`config.mk`:
```
export PLATFORM = sky130hd
export DESIGN_NAME = rr_mux_arbiter
export DESIGN_NICKNAME = d
export VERILOG_FILES = /design/src/rtl/rr_mux_arbiter.sv
export SDC_FILE = /design/constraint.sdc
export NUM_CORES = 1
export LEC_CHECK = 0
export CAP_MARGIN = 20
export CORE_UTILIZATION = 28
export DETAILED_ROUTE_END_ITERATION = 6
export PLACE_DENSITY = 0.68
export REMOVE_ABC_BUFFERS = 1
export SKIP_CTS_REPAIR_TIMING = 1
export SLEW_MARGIN = 15
export SYNTH_ARGS = -nofsm -noshare
export SYNTH_HDL_FRONTEND = slang
export SYNTH_SLANG_ARGS = --single-unit
export TNS_END_PERCENT = 50
```
`constraint.sdc`:
```
create_clock -name clk -period 2.16 [get_ports clk]
set_clock_uncertainty 0.15 [all_clocks]
set_input_delay 0.432 -clock clk [delete_from_list [all_inputs] [get_ports clk]]
set_output_delay 0.432 -clock clk [all_outputs]
set_load 0.01 [all_outputs]
```
`src/rtl/rr_mux_arbiter.sv`:
```
// rr_mux_arbiter
// Round-robin arbiter that shares one 4:1 data multiplexer between four
// packet requesters. A grant is held from the first beat until the owner's
// last beat transfers. Beats leave through one registered output stage.
//
// Ports
//   clk        : clock, all state updates on the rising edge
//   rst_n      : synchronous active-low reset
//   in_valid   : per-requester beat valid (bit i = requester i)
//   in_last    : per-requester last-beat flag, qualified by in_valid
//   in_data0-3 : per-requester beat data
//   in_ready   : per-requester ready, one-hot or zero
//   out_valid  : registered output beat valid
//   out_data   : registered output beat data
//   out_last   : registered last flag of the output beat
//   out_src    : registered index of the requester that produced the beat
//   out_ready  : downstream accepts the output beat
//   grant_sel  : current owner index, drives the shared mux select
//   busy       : high while a requester holds the grant
module rr_mux_arbiter #(
    parameter int W = 4
) (
    input  logic         clk,
    input  logic         rst_n,
    input  logic [3:0]   in_valid,
    input  logic [3:0]   in_last,
    input  logic [W-1:0] in_data0,
    input  logic [W-1:0] in_data1,
    input  logic [W-1:0] in_data2,
    input  logic [W-1:0] in_data3,
    output logic [3:0]   in_ready,
    output logic         out_valid,
    output logic [W-1:0] out_data,
    output logic         out_last,
    output logic [1:0]   out_src,
    input  logic         out_ready,
    output logic [1:0]   grant_sel,
    output logic         busy
);

    typedef enum logic {
        S_IDLE  = 1'b0,
        S_GRANT = 1'b1
    } state_t;

    state_t         r_state;
    state_t         w_state_nxt;
    logic [1:0]     r_owner;
    logic [1:0]     w_owner_nxt;
    logic [1:0]     r_rr_ptr;
    logic [1:0]     w_rr_ptr_nxt;

    logic           r_out_valid;
    logic [W-1:0]   r_out_data;
    logic           r_out_last;
    logic [1:0]     r_out_src;

    logic           w_can_load;
    logic           w_xfer;
    logic           w_own_valid;
    logic           w_own_last;
    logic [W-1:0]   w_own_data;
    logic [1:0]     w_pick;

    // First requesting index in order ptr, ptr+1, ptr+2, ptr+3 (mod 4).
    // Scanning from the far end lets the nearest candidate overwrite.
    function automatic logic [1:0] rr_pick(input logic [3:0] req,
                                           input logic [1:0] ptr);
        logic [1:0] idx;
        rr_pick = ptr;
        for (int k = 3; k >= 0; k--) begin
            idx = ptr + 2'(k);
            if (req[idx]) rr_pick = idx;
        end
    endfunction

    // Shared mux: everything about the owner is selected by r_owner.
    always_comb begin
        w_own_data = in_data0;
        case (r_owner)
            2'd0: w_own_data = in_data0;
            2'd1: w_own_data = in_data1;
            2'd2: w_own_data = in_data2;
            2'd3: w_own_data = in_data3;
            default: w_own_data = in_data0;
        endcase
    end

    assign w_own_valid = in_valid[r_owner];
    assign w_own_last  = in_last[r_owner];
    assign w_pick      = rr_pick(in_valid, r_rr_ptr);

    // The output register can take a beat when empty or draining this cycle.
    // in_ready deliberately ignores in_valid to avoid a valid->ready path.
    assign w_can_load = !r_out_valid || out_ready;
    assign w_xfer     = (r_state == S_GRANT) && w_own_valid && w_can_load;

    always_comb begin
        in_ready = 4'b0000;
        if (r_state == S_GRANT && w_can_load) begin
            in_ready[r_owner] = 1'b1;
        end
    end

    always_comb begin
        w_state_nxt  = r_state;
        w_owner_nxt  = r_owner;
        w_rr_ptr_nxt = r_rr_ptr;
        case (r_state)
            S_IDLE: begin
                if (|in_valid) begin
                    w_owner_nxt = w_pick;
                    w_state_nxt = S_GRANT;
                end
            end
            S_GRANT: begin
                // Grant is held through gaps; only the last beat releases it.
                if (w_xfer && w_own_last) begin
                    w_rr_ptr_nxt = r_owner + 2'd1;
                    w_state_nxt  = S_IDLE;
                end
            end
            default: w_state_nxt = S_IDLE;
        endcase
    end

    always_ff @(posedge clk) begin
        if (!rst_n) begin
            r_state  <= S_IDLE;
            r_owner  <= 2'd0;
            r_rr_ptr <= 2'd0;
        end else begin
            r_state  <= w_state_nxt;
            r_owner  <= w_owner_nxt;
            r_rr_ptr <= w_rr_ptr_nxt;
        end
    end

    // Output stage: a new beat overwrites a draining one with no bubble;
    // payload holds while stalled.
    always_ff @(posedge clk) begin
        if (!rst_n) begin
            r_out_valid <= 1'b0;
            r_out_data  <= '0;
            r_out_last  <= 1'b0;
            r_out_src   <= 2'd0;
        end else if (w_xfer) begin
            r_out_valid <= 1'b1;
            r_out_data  <= w_own_data;
            r_out_last  <= w_own_last;
            r_out_src   <= r_owner;
        end else if (r_out_valid && out_ready) begin
            r_out_valid <= 1'b0;
        end
    end

    assign out_valid = r_out_valid;
    assign out_data  = r_out_data;
    assign out_last  = r_out_last;
    assign out_src   = r_out_src;
    assign grant_sel = r_owner;
    assign busy      = (r_state == S_GRANT);

endmodule

```
# Word-level counts from Yosys, hierarchy flattened
# Cells that the tools add are included.
# totals
reg_bits	13
wordCells	59
inputBits	27
out_inout_bits	15
# classes
reduce_logical	13
magnitude_cmp	6
addsub	4
eq_ne	3
mux	25
bitwise	1
# ops
operator	count
case mux 4 bit (4 select lines)	1
< comparator 2 x 3 -> 1 bit (second input constant)	5
binary-select mux 1 bit (select 2 bit)	6
two-way mux 1 bit	11
two-way mux 2 bit	4
logical AND 1 bit	6
adder 2 x 1 -> 2 bit (second input constant)	2
adder 2 bit (second input constant)	2
equality test 2 bit (second input constant)	2
two-way mux 4 bit	1
AND reduction 2 bit	2
OR reduction 4 bit	1
demux 1 bit (select 2 bit)	1
equality test 2 x 1 -> 1 bit (second input constant)	1
>= comparator 2 x 1 -> 1 bit (second input constant)	1
zero test 2 bit	1
case mux 1 bit (2 select lines)	1
nonzero test 2 bit	1
zero test 1 bit	1
logical OR 1 bit	1
NOT 1 bit	1

# Longest topological paths before layout
# Gate-level depths: netlist of the first run.
# logic_depth
depth_word	7
mapped_depth	7
mapped_depth_nobuf	6

# Worst setup path after synthesis of the first run
# No wires, ideal clock.
# synth_path
path_kind	flip-flop to flip-flop
startpoint	register r_owner[1] (netlist: grant_sel[1])
endpoint	register r_rr_ptr[0]
path_stages_with_launch	6
path_slack_ps	317
period_less_slack_ps	1843
setup_time_ps	116
required_time_ps	1894
path_buffers	2
t_arrival_ps	1577
cell_sequence	dfxtp_1 buf_6 mux4_2 and4_1 buf_2 o211a_1
# synth_between
elab_chain_cells	6
word_cells_on_any_way	8
classes_between	4 x mux; 4 x reduce/logical
# synth_lines
item	line	source
start: declaration	48	logic [1:0] r_owner;
start signal: assignment	134	r_owner <= w_owner_nxt;
binary-select mux 1 bit (select 2 bit)	89	assign w_own_valid = in_valid[r_owner];
two-way mux 1 bit (not written as such)	89	
logical AND 1 bit (2 in series)	96	assign w_xfer = (r_state == S_GRANT) && w_own_valid && w_can_load;
logical AND 1 bit *	118	if (w_xfer && w_own_last) begin
AND reduction 2 bit (no source line) *	n/a	
end signal: assignment	135	r_rr_ptr <= w_rr_ptr_nxt;
end: declaration	50	logic [1:0] r_rr_ptr;
# Every way passes the cells marked *; elsewhere a longest branch is shown, timed or not. The select of a mux whose other input is x is not followed.
# A chain may end at the register's enable or synchronous reset.

# Worst setup path after layout of the first run
# layout_path
startpoint	input out_ready
endpoint	output in_ready[2]
# layout_between
elab_chain_cells	3
# layout_lines
item	line	source
start: declaration	36	input logic out_ready,
logical OR 1 bit	95	assign w_can_load = !r_out_valid || out_ready;
logical AND 1 bit	100	if (r_state == S_GRANT && w_can_load) begin
two-way mux 4 bit	100	
end: declaration	31	output logic [3:0] in_ready,
# Every way passes these cells.

==> out/results.txt, run 1 <==
status - finished with violations
failing checks - setup timing
Least-Margin Pin Slew - 500 ps
Die ar. - 0.00316 sq mm
grt ovf - 0
site row count - 19
initial antenna violation count - 0
CTS Sinks - 13
wire length per cell - 13.1 um
wire length on met2 - 1.12 mm
list of most frequent post-synthesis cells - nand2_1 (14), dfxtp_1 (13), a21oi_1 (7), o21ai_0 (7), nor2_1 (6)
distinct cell type count after synthesis - 32
Slowest cell on crit path - clkdlybuf4s50_1
diode count - 0
WL met3 - 183 um
CTS tree - built
setup violators final - 1
met1 wire length - 995 um
total of max-cap violations - 0
overall routing resource usage - 15.2%
Max Freq - 0.435 GHz
TritonCTS buffer count - 3
RSZ-0062 raised after global routing - true
number of synthesized flops with an enable pin - 0
DRT antenna net count - 0
largest net degree at the start of global routing - 17
register bit total from synthesis - 13
CP Class - input port to primary output
CTS clock-pin slew for the worst setup and hold paths - 70 ps
FF+latch area - 260 sq um
uppermost layer routed - met3
initial drt markers - 37
drt total wl - 2.30 mm
Crit path arrival time - 1720 ps
Post-Syn Area per Cell - 8.58 sq um
vias per cell - 5.15
io pins - 42
Top cell by count, worst path - clkdlybuf4s50_1
drt pass-1 iters - 4
synth warn - 0
worst-path fanout max - 5
area of all placed cells without fillers - 0.00135 sq mm
slew margin rel. - 66.6%
Util after Layout - 48.5%
VDD IR max - 0.000362 V
Cell Pwr Density - 574 mW/mm^2
CP bufs+invs - 2
Final min period - 2300 ps
share of the synthesized area in the top cell type - 31.6%
layout filler cell count - 286
Worst EP required - 1580 ps
CTS root buf - clkbuf_4
nets - 178
synth top area cells - dfxtp_1 (32%), ha_1 (7.6%), nand2_1 (6.4%)
core box area - 0.00278 sq mm
top-count cell post-synth - nand2_1
area added between synthesis and finish - 64.0%
post-synthesis sequential area ratio - 31.6%
Remaining DRCs - 0
number of global-route vias before repair - 849
element type at the critical path end - primary output
H-Tree Depth - 1
vias post-DR - 906
period utilization - 106%
crit path cell chain - clkdlybuf4s50_1, nand2b_2, and3_1, clkdlybuf4s50_1
Worst Hold Slack - 324 ps
area of the multi-input gates - 520 sq um
Clk Latency, worst-skew pair - 270 ps
post-synth top area cell - dfxtp_1
post-synthesis cell count - 96
crit path launch type - input port
Largest delay share family, worst path - buffers and inverters
share of layout cells above drive strength 1 - 14.5%
Longest Clk Path Bufs - 2
Hold WC Path Type - flip-flop to flip-flop
number of port buffers - 41
Fin. Hold Viols - 0
synthesized cell area - 823 sq um
asr flop ratio synth - 0%
initial core utilization - 29.6%
crit-path max cell delay - 530 ps
placed cell area - 0.00131 sq mm
Final GP Congestion - 0.851
Die Width - 56.2 um
hpwl dp - 1.81 mm
Final Worst Setup Slack - -140 ps
Die H - 56.2 um
Static Leak - 0.566 nW
first-pass GRT wire length - 3.77 mm
top_reg_cell synth - dfxtp_1
Final Max Tran Viols - 0
[worst paths after layout]
check                           slack [ps]    startpoint     endpoint  cells after the start
worst max-delay path                  -140     out_ready  in_ready[2]                      4
worst min-delay path                   320   out_data[2]  out_data[2]                      2
worst max register to register         280  grant_sel[0]  r_rr_ptr[0]                      4
worst min register to register         320   out_data[2]  out_data[2]                      2
[through the flow]
stage / TNS [ps] / instances / power, W / worst slack (ps)
floorplan: 0 / 90 / 0.000447 / 359
global placement: -726 / 172 / 0.000627 / -231
CTS: -856 / 176 / 0.000784 / -252
finish: -140 / 176 / 0.000775 / -140
detailed placement: -824 / 172 / 0.000632 / -234
global route: -177 / 176 / 0.000828 / -177
[state kept, by name, indices dropped and copies added (netlist names)]
| register | cells |
|---|---|
| out_data | 4 |
| grant_sel | 2 |
| out_src | 2 |
| r_rr_ptr | 2 |
| busy | 1 |
| out_last | 1 |
| out_valid | 1 |
[area by class of cell]
| class | count | share of cell area, % |
|---|---|---|
| Inverter | 3 | 0.834 |
| Sequential cell | 13 | 19.3 |
| Timing Repair Buffer | 51 | 36.5 |
| Multi-Input combinational cell | 74 | 38.6 |
| Clock buffer | 4 | 1.95 |
| Tap cell | 31 | 2.87 |
[worst min-delay path, cell delays in order (launching register included)]
cell and delay [ps]:
dfxtp_1 310, nand2_1 50, o22ai_1 60
[routing by layer]
metal	vias to the layer above	GRT usage, %
met5	-	0
met4	0	4.18
met3	0	5.12
met2	44	26.2
met1	409	17.9
li1	453	-
[report_power, final]
| part | switching [W] | total (W) | internal, W |
|---|---|---|---|
| registers | 0.0000250 | 0.000292 | 0.000267 |
| logic | 0.000142 | 0.000336 | 0.000193 |
| clock network | 0.0000761 | 0.000148 | 0.0000716 |
[placed cells by master, fill, tap and decap left out, types with 3 or more instances in the layout]
cell / netlist / final
nand2_1: 14 / 14
a222oi_1: 4 / 4
nor2b_1: 3 / 3
dfxtp_1: 13 / 13
a21oi_1: 7 / 7
dlymetal6s2s_1: 0 / 3
o22ai_1: 5 / 5
ha_1: 5 / 3
clkdlybuf4s50_1: 0 / 38
nor2_1: 6 / 6
inv_1: 3 / 3
o21ai_0: 7 / 7
buf_4: 0 / 10
and3_1: 4 / 4
clkbuf_4: 0 / 3
[cells by family (layout without fill, tap and decap cells)]
family	count (synthesis)	in the layout	synth area share, %
compound gates	31	31	25.1
mux	5	5	9.73
simple gates	33	33	19.9
buf+inv	9	58	6.08
flops	13	13	31.6
fa+ha+maj	5	5	7.60
(Power assumes the default switching activity.)
==> run 2, diff against run 1 <==
--- a/config.mk
+++ b/config.mk
@@ -11,7 +11,7 @@
 export PLACE_DENSITY = 0.68
 export REMOVE_ABC_BUFFERS = 1
 export SKIP_CTS_REPAIR_TIMING = 1
-export SLEW_MARGIN = 15
+export SLEW_MARGIN = 20
 export SYNTH_ARGS = -nofsm -noshare
 export SYNTH_HDL_FRONTEND = slang
 export SYNTH_SLANG_ARGS = --single-unit
==> results of run 2 <==
The final DEF is identical to that of run 1; final timing and power are the same.
